<file path="config.mk">
export PLATFORM = sky130hd
export DESIGN_NAME = cla_seq_adder
export DESIGN_NICKNAME = d
export VERILOG_FILES = /design/src/rtl/cla_pkg.sv /design/src/rtl/cla_block.sv /design/src/rtl/cla_seq_adder.sv
export SDC_FILE = /design/constraint.sdc
export NUM_CORES = 1
export LEC_CHECK = 0
export ABC_AREA = 1
export BUFFER_PORTS_ARGS = -buffer_cell sky130_fd_sc_hd__clkbuf_2
export CAP_MARGIN = 20
export CORE_UTILIZATION = 49
export DETAILED_ROUTE_END_ITERATION = 7
export PLACE_DENSITY = 0.76
export RECOVER_POWER = 100
export SYNTH_ARGS = -nofsm -noshare
export SYNTH_HDL_FRONTEND = slang
export SYNTH_SLANG_ARGS = --single-unit
</file>
<file path="constraint.sdc">
create_clock -name clk -period 2.3 [get_ports clk]
set_clock_uncertainty 0.2 [all_clocks]
set_input_delay 0.575 -clock clk [delete_from_list [all_inputs] [get_ports clk]]
set_output_delay 0.575 -clock clk [all_outputs]
set_load 0.01 [all_outputs]
</file>
<file path="src/rtl/cla_pkg.sv">
// Shared definitions for the sequential carry-lookahead adder.
// Holds the slice width and the three-state controller encoding.
`timescale 1ns/1ps
package cla_pkg;

    localparam int NIBBLE_W = 4;

    typedef enum logic [1:0] {
        IDLE = 2'd0,
        BUSY = 2'd1,
        DONE = 2'd2
    } state_t;

endpackage : cla_pkg

</file>
<file path="src/rtl/cla_block.sv">
// 4-bit carry-lookahead slice: nibble sum plus group generate/propagate.
// The group outputs let the caller form the slice carry-out externally.
`timescale 1ns/1ps
module cla_block
    import cla_pkg::*;
(
    input  logic [NIBBLE_W-1:0] a_i,
    input  logic [NIBBLE_W-1:0] b_i,
    input  logic                cin_i,
    output logic [NIBBLE_W-1:0] sum_o,
    output logic                gg_o,
    output logic                pg_o
);

    logic [NIBBLE_W-1:0] g;
    logic [NIBBLE_W-1:0] p;
    logic [NIBBLE_W-1:0] c;

    // Per-bit generate/propagate and flat lookahead carries into each bit.
    always_comb begin
        g     = a_i & b_i;
        p     = a_i ^ b_i;
        c[0]  = cin_i;
        c[1]  = g[0] | (p[0] & cin_i);
        c[2]  = g[1] | (p[1] & g[0]) | (p[1] & p[0] & cin_i);
        c[3]  = g[2] | (p[2] & g[1]) | (p[2] & p[1] & g[0])
              | (p[2] & p[1] & p[0] & cin_i);
        sum_o = p ^ c;
        gg_o  = g[3] | (p[3] & g[2]) | (p[3] & p[2] & g[1])
              | (p[3] & p[2] & p[1] & g[0]);
        pg_o  = &p;
    end

endmodule : cla_block

</file>
<file path="src/rtl/cla_seq_adder.sv">
// Sequential WIDTH-bit adder: one shared 4-bit CLA slice walks the operands
// one nibble per clock, LSB first, with a ready/valid handshake on each side.
// Optional feature macro: SEQ_ADD_SUB_EN adds the 'sub' port (a - b).
// WIDTH must be a multiple of 4 and at least 8.
`timescale 1ns/1ps
module cla_seq_adder
    import cla_pkg::*;
#(
    parameter int WIDTH = 32
) (
    input  logic             clk,
    input  logic             rst_n,
    input  logic             in_valid,
    output logic             in_ready,
    input  logic [WIDTH-1:0] a,
    input  logic [WIDTH-1:0] b,
`ifdef SEQ_ADD_SUB_EN
    input  logic             sub,
`endif
    output logic             out_valid,
    input  logic             out_ready,
    output logic [WIDTH-1:0] sum,
    output logic             carry_out
);

    localparam int                NIB_N    = WIDTH / NIBBLE_W;
    localparam int                IDX_W    = $clog2(NIB_N);
    localparam logic [IDX_W-1:0]  LAST_IDX = IDX_W'(NIB_N - 1);

    state_t             state_q, state_d;
    logic [IDX_W-1:0]   idx_q, idx_d;
    logic               carry_q, carry_d;
    logic [WIDTH-1:0]   a_q, a_d;
    logic [WIDTH-1:0]   b_q, b_d;
    logic [WIDTH-1:0]   sum_q, sum_d;
    logic               carry_out_q, carry_out_d;
`ifdef SEQ_ADD_SUB_EN
    logic               sub_q, sub_d;
`endif

    logic [NIBBLE_W-1:0] slice_a;
    logic [NIBBLE_W-1:0] slice_b;
    logic [NIBBLE_W-1:0] slice_sum;
    logic                slice_gg;
    logic                slice_pg;
    logic                next_carry;

    // Select the current operand nibbles (b inverted when subtracting).
    always_comb begin
        slice_a = a_q[idx_q*NIBBLE_W +: NIBBLE_W];
`ifdef SEQ_ADD_SUB_EN
        slice_b = b_q[idx_q*NIBBLE_W +: NIBBLE_W] ^ {NIBBLE_W{sub_q}};
`else
        slice_b = b_q[idx_q*NIBBLE_W +: NIBBLE_W];
`endif
        next_carry = slice_gg | (slice_pg & carry_q);
    end

    cla_block u_slice (
        .a_i   (slice_a),
        .b_i   (slice_b),
        .cin_i (carry_q),
        .sum_o (slice_sum),
        .gg_o  (slice_gg),
        .pg_o  (slice_pg)
    );

    // Controller next-state, datapath next-values and handshake outputs.
    always_comb begin
        // NOTE: every signal gets its hold/default value first so no path leaves it unassigned (no latch).
        state_d     = state_q;
        idx_d       = idx_q;
        carry_d     = carry_q;
        a_d         = a_q;
        b_d         = b_q;
        sum_d       = sum_q;
        carry_out_d = carry_out_q;
`ifdef SEQ_ADD_SUB_EN
        sub_d       = sub_q;
`endif
        in_ready    = 1'b0;
        out_valid   = 1'b0;

        case (state_q)
            IDLE: begin
                in_ready = 1'b1;
                if (in_valid) begin
                    a_d     = a;
                    b_d     = b;
                    idx_d   = '0;
`ifdef SEQ_ADD_SUB_EN
                    sub_d   = sub;
                    carry_d = sub;
`else
                    carry_d = 1'b0;
`endif
                    state_d = BUSY;
                end
            end
            BUSY: begin
                sum_d[idx_q*NIBBLE_W +: NIBBLE_W] = slice_sum;
                carry_d = next_carry;
                if (idx_q == LAST_IDX) begin
                    carry_out_d = next_carry;
                    state_d     = DONE;
                end else begin
                    idx_d = idx_q + IDX_W'(1);
                end
            end
            DONE: begin
                out_valid = 1'b1;
                if (out_ready) begin
                    state_d = IDLE;
                end
            end
            default: begin
                state_d = IDLE;
            end
        endcase
    end

    // State and datapath registers; reset discards any in-flight work.
    always_ff @(posedge clk or negedge rst_n) begin
        if (!rst_n) begin
            state_q     <= IDLE;
            idx_q       <= '0;
            carry_q     <= 1'b0;
            a_q         <= '0;
            b_q         <= '0;
            sum_q       <= '0;
            carry_out_q <= 1'b0;
`ifdef SEQ_ADD_SUB_EN
            sub_q       <= 1'b0;
`endif
        end else begin
            // NOTE: non-blocking so every register samples pre-edge values, independent of statement order.
            state_q     <= state_d;
            idx_q       <= idx_d;
            carry_q     <= carry_d;
            a_q         <= a_d;
            b_q         <= b_d;
            sum_q       <= sum_d;
            carry_out_q <= carry_out_d;
`ifdef SEQ_ADD_SUB_EN
            sub_q       <= sub_d;
`endif
        end
    end

    assign sum       = sum_q;
    assign carry_out = carry_out_q;

endmodule : cla_seq_adder

</file>
# After elaboration in Yosys (flattened, before gate mapping)
# Cells that the tools add are included.
[totals]
ff_bits = 103
inputBits = 68
out_inout_bits = 35
elab_cells = 68
[op_classes]
add_sub_neg = 2
n_eq_ne = 7
shift = 4
mux = 12
n_bitwise = 28
n_reduce_logical = 8
[op_table]
columns = ["cell", "n"]
rows = [
  ["$shiftx A32 B6 Y4", 2],
  ["$neg A5 Y34", 1],
  ["$shift A4 B34 Y32 const A", 1],
  ["$shiftx A4 B34 Y32", 1],
  ["$bwmux W32", 1],
  ["$and A1 B1 Y1", 15],
  ["$or A1 B1 Y1", 10],
  ["$ne A2 B2 Y1 const B", 4],
  ["$xor A4 B4 Y4", 2],
  ["$mux W2", 3],
  ["$mux W3", 2],
  ["$pmux W2 S3", 1],
  ["$pmux W3 S2", 1],
  ["$reduce_and A2 Y1", 3],
  ["$reduce_and A3 Y1", 2],
  ["$and A4 B4 Y4", 1],
  ["$reduce_and A4 Y1", 1],
  ["$add A3 B1 Y3 const B", 1],
  ["$eq A3 B3 Y1 const B", 1],
  ["$mux W1", 3],
  ["$eq A2 B1 Y1 const B", 1],
  ["$eq A2 B2 Y1 const B", 1],
  ["$logic_not A2 Y1", 1],
  ["$pmux W1 S2", 1],
  ["$reduce_bool A2 Y1", 1],
]

# Longest topological paths before layout
[depth]
depth_word = 9
mapped_depth = 16
mapped_depth_nobuf = 14

# Modules after synthesis
# A second synthesis with hierarchy kept.
[hier_totals]
cells_unflattened = 651
area_unflattened_um2 = 5027.3
[by_module_without_submodules]
columns = ["mod", "n_inst", "cells_per_inst", "area_per_inst_um2", "seq_area_each_um2"]
rows = [
  ["cla_seq_adder", 1, 619, 4825.9, 2577.5],
  ["cla_block", 1, 32, 201.4, 0.0],
]

# Worst setup path before layout
# OpenSTA, ideal clock, no wires.
[synth_path]
kind = "reg2reg"
startpoint = "register idx_q[0]"
endpoint = "register sum_q[11], in the netlist sum[11]"
setup_time_ps = 118
arrival_time_ps = 2056
required_ps = 1982
slack_ps = -74
stages_incl_launch_ff = 16
path_buffers = 2
synth_period_minus_slack_ps = 2374
cell_sequence = "dfrtp_1 buf_6 inv_6 buf_2 o21ai_0 o22ai_1 nor2_1 nor2_1 ha_1 or2_0 nand2_1 nand2_1 nand2_1 nand2_1 nand4_1 nand2_1"
[synth_via]
elab_chain_cells = 9
elab_cells_between_ends = 24
cone_classes = "1 x add/sub; 4 x shift; 1 x mux; 18 x bitwise"
[synth_lines]
columns = ["item", "line", "rtl"]
rows = [
  ["start: declaration", "cla_seq_adder.sv:31", "logic [IDX_W-1:0] idx_q, idx_d;"],
  ["start signal: assignment", "cla_seq_adder.sv:138", "idx_q <= idx_d;"],
  ["$shiftx A32 B6 Y4, on equally long branches", "cla_seq_adder.sv:50, cla_seq_adder.sv:54", ""],
  ["$xor A4 B4 Y4 or $and A4 B4 Y4 (tied branches)", "cla_block.sv:22, cla_block.sv:21", ""],
  ["$and A1 B1 Y1, on equally long branches", "cla_block.sv:26, cla_block.sv:27", ""],
  ["$or A1 B1 Y1, or another cell as far along", "cla_block.sv:26", "c[3] = g[2] | (p[2] & g[1]) | (p[2] & p[1] & g[0])"],
  ["$or A1 B1 Y1 or $and A1 B1 Y1 (tied branches)", "cla_block.sv:26, cla_block.sv:27", ""],
  ["$or A1 B1 Y1", "cla_block.sv:27", "| (p[2] & p[1] & p[0] & cin_i);"],
  ["$xor A4 B4 Y4", "cla_block.sv:28", "sum_o = p ^ c;"],
  ["$shiftx A4 B34 Y32", "cla_seq_adder.sv:101", "sum_d[idx_q*NIBBLE_W +: NIBBLE_W] = slice_sum;"],
  ["$bwmux W32 *", "cla_seq_adder.sv:101", ""],
  ["end signal: assignment", "cla_seq_adder.sv:142", "sum_q <= sum_d;"],
  ["end: declaration", "cla_seq_adder.sv:35", "logic [WIDTH-1:0] sum_q, sum_d;"],
]
# Mark *: on every way between the ends. The rest lies on a longest branch, timed or not.
# A chain may end at the register's enable or synchronous reset.

# Worst setup path after layout
[layout_path]
startpoint = "register idx_q[0]"
endpoint = "register sum_q[24], in the netlist sum[24]"
# Same word-level chain as after synthesis.

==> results.md <==
* Status: finished with violations
* Failing checks: negative setup slack
* Hold path depth at 2
* CP required at 2390 ps
* Post-synthesis sequential area ratio at 52.35%
* Max cap viols at 0
* Simple-gate share of the synthesized area at 31.92%
* Cells after Synth at between 600 and 700
* Critical R2R Capture: sum[24]$_DFFE_PN0P_
* Crit path time final at 2387 ps
* Reg2Reg Setup Slack at -90 ps
* DRT antenna net count at 0
* Synth top cells by count: nand2_1, dfrtp_1, nor2_1
* Hold-critical path endpoint: state_q[1]$_DFFE_PN0P_
* RSZ-0062 raised after global routing: true
* Clock Root Buffer: clkbuf_8
* I/O Pins at 103
* Setup Viol. Count Final at 23
* Multi-input gate area at 2178 µm²
* Final #Nets at about 800
* Max-slew headroom at 33.61%
* Vias in the first global route at just over 4k
* Worst setup EP type: flip-flop
* Adder-cell area share of the yosys netlist at 3.202%
* Final number of hold-violating endpoints at 0
* Fraction of layout cells with a size suffix above 1 at about a fifth
* H-tree levels at 3
* Num Clock Sinks at around 100
* Post-synthesis instance area at 4923 µm²
* Max Fclk at 0.4189 GHz
* Vias per std cell at 5.050
* Worst-skew pair later-pin latency at 370 ps
* Multiplexer share of the synthesized area at 0%
* CP arrival at about 2500 ps
* Grt total ovfl at 0
* Setup TNS at -1135 ps
* Worst-path clk slew at roughly 100 ps
* Post-DP HPWL at 8119 µm
* Largest family of logic cells by synthesized area: simple AND/OR/NAND/NOR gates
* Drt first-iter violations at 191
* Pre-Repair DR Iteration Count at 5
* Slack of the critical path at -87.48 ps
* Slew Limit Fails at 0
* FF-to-FF Start: idx_q[0]$_DFFE_PN0P_
* Setup WS pre-CTS at -129.6 ps
* VDD IR max at 0.8133 mV
* Synth top area share at between 50 and 60%
* Avg WL per Cell at 13.07 µm
* Ys async rst share at 100.0%
* Register area at 2579 µm²
* Synth area leaders: dfrtp_1, nand2_1, nor2_1
* Core area at just under 10000 µm²
* XOR/XNOR Fraction of Synth Area at 0.1779%
* # diodes at 0
* Synth Warn # at 0
* Clock buffer depth at 2
* Yosys reg bits at approximately 100
* Setup crit start: idx_q[0]$_DFFE_PN0P_
* First-pass GRT wire length at 18750 µm
* Post-synthesis compound-gate area fraction at ~7.7%
* Row cnt at 36
* Area leader, netlist: dfrtp_1
* Worst Setup Start Kind: flip-flop
* Most used DFF post-synth: dfrtp_1
* Cells after DPL at 839
* Gpl congestion at 0.8653
* Post-Syn Nets at 687
* Most frequent cell after synthesis: nand2_1
* Finished Layout Cells at 856
* Final WL at 11190 µm
* Initial antenna violation count at 0
* Fin crit share at 103.8%
* EDFF count, synth at 0
* Via count at 4323
* PwrDens at 1618 nW/µm²
* Synthesized area per cell at 8.111 µm²
* Initial Util at 50.37%
* CTS tree: done
* Hold Crit Class: input pin to flip-flop
* Largest net degree at the start of global routing at 68
* Crit Path Class: flip-flop to flip-flop
* Die Ht at 102.2 µm
* Distinct cells, synth at 28
* Leak at 0.003075 µW
* Critical Path Fanout Max at 17
* Die Wd at 102.2 µm
* Worst-case reg-to-reg path depth at 10
* CTS buffer count at 9
* Die area at 10450 µm²
* PortBufs at 102
* P&R area growth vs syn at 19.31%
* Total DRC errors in the routed layout at 0
* Global Route Usage Sum at 23.08%
* # fillers at 950
* Worst-margin pin slew at about 1000 ps
* Beginning of the worst hold path: out_ready
## placed cells by master (no fill, tap or decap), types with 2 or more instances in the layout
| cell | instances |
|---|---|
| clkbuf_2 | 67 |
| inv_2 | 13 |
| o21ai_0 | 25 |
| clkbuf_1 | 37 |
| dfrtp_1 | 102 |
| inv_1 | 9 |
| nand2_4 | 4 |
| nand2_2 | 5 |
| ha_1 | 10 |
| nand3_2 | 3 |
| o21ai_1 | 24 |
| nor2_1 | 50 |
| nor2_4 | 9 |
| nand4_1 | 8 |
| nand3_1 | 14 |
| o22ai_1 | 17 |
| clkbuf_8 | 12 |
| o21ai_2 | 3 |
| buf_6 | 3 |
| clkinvlp_4 | 2 |
| buf_4 | 16 |
| nand2_1 | 273 |
## how the worst max path moves through the flow
stage | end | slack (ps) | cells past startpoint
after floorplan | sum[11]$_DFFE_PN0P_ | 1 | 15
after global placement | sum[21]$_DFFE_PN0P_ | -60 | 10
after detailed placement | sum[8]$_DFFE_PN0P_ | -130 | 10
after CTS | sum[23]$_DFFE_PN0P_ | -50 | 13
after global routing | sum[11]$_DFFE_PN0P_ | -220 | 13
final | sum[24]$_DFFE_PN0P_ | -90 | 10
## routing by layer
| layer | global-route usage [%] | routed length (µm) | vias up |
|---|---|---|---|
| li1 | - | - | 2155 |
| met1 | 30.59 | 5094 | 2012 |
| met2 | 37.69 | 5262 | 135 |
| met3 | 3.283 | 554 | 21 |
| met4 | 10.55 | 279 | 0 |
| met5 | 0 | 0 | - |
## through the flow
stage | hold WS (ps) | utilization, % | power [µW] | area [µm²]
2_1_floorplan | 79.41 | - | 6457 | 4938
3_3_place_gp | 186.4 | 58.24 | 7983 | 5693
3_5_place_dp | 186.2 | 58.24 | 8163 | 5693
4_1_cts | 172.3 | 60.52 | 9377 | 5916
5_1_grt | 162.7 | 60.10 | 10340 | 5874
6_report | 188.6 | 60.10 | 9507 | 5874
## cell type report
type                    instances  area share (%)
repair buffers                126           11.35
multi-input cells             455           37.08
clock inverters                 2          0.2556
inverters                      24           1.704
flip-flops and latches        103           43.90
well taps                     133           2.833
clock buffers                  13           2.875
## cell families after synthesis
family / after synthesis
buffers and inverters: 49
adder cells (fa/ha/maj): 12
AND/OR/NAND/NOR: 371
flip-flops: 103
AO/OA/AOI/OAI: 71
XOR/XNOR: 1
## registers in the layout (all words and copies together), names as in the netlist
| signal | cells |
|---|---|
| state_q | 2 |
| idx_q | 3 |
| carry_q | 1 |
| b_q | 32 |
| a_q | 32 |
| carry_out | 1 |
| sum | 32 |
## worst max-delay path, stage by stage (launching register included)
cell and delay (ps):
dfrtp_2 470, buf_6 170, o21ai_1 140, o22ai_1 100
nand2_1 80, nand2_1 90, fa_2 570, inv_2 60
nor3_4 200, nand2_2 90, o21ai_1 130
## power breakdown
group	switching [µW]	total [µW]	internal [µW]	leakage, µW
logic	3300	5310	2010	0.00167
registers	516	3120	2600	0.00132
clock network	601	1080	478	0.0000878
total	4410	9510	5090	0.00307
## what timing repair did
item,in CTS,in global routing
gates resized for setup,9,17
hold buffers,1,0
buffers inserted,0,1
gates cloned,0,0
endpoints found under the hold margin,4,0
pin swaps,2,10
setup endpoints to repair,29,34
(Power assumes the default switching activity.)
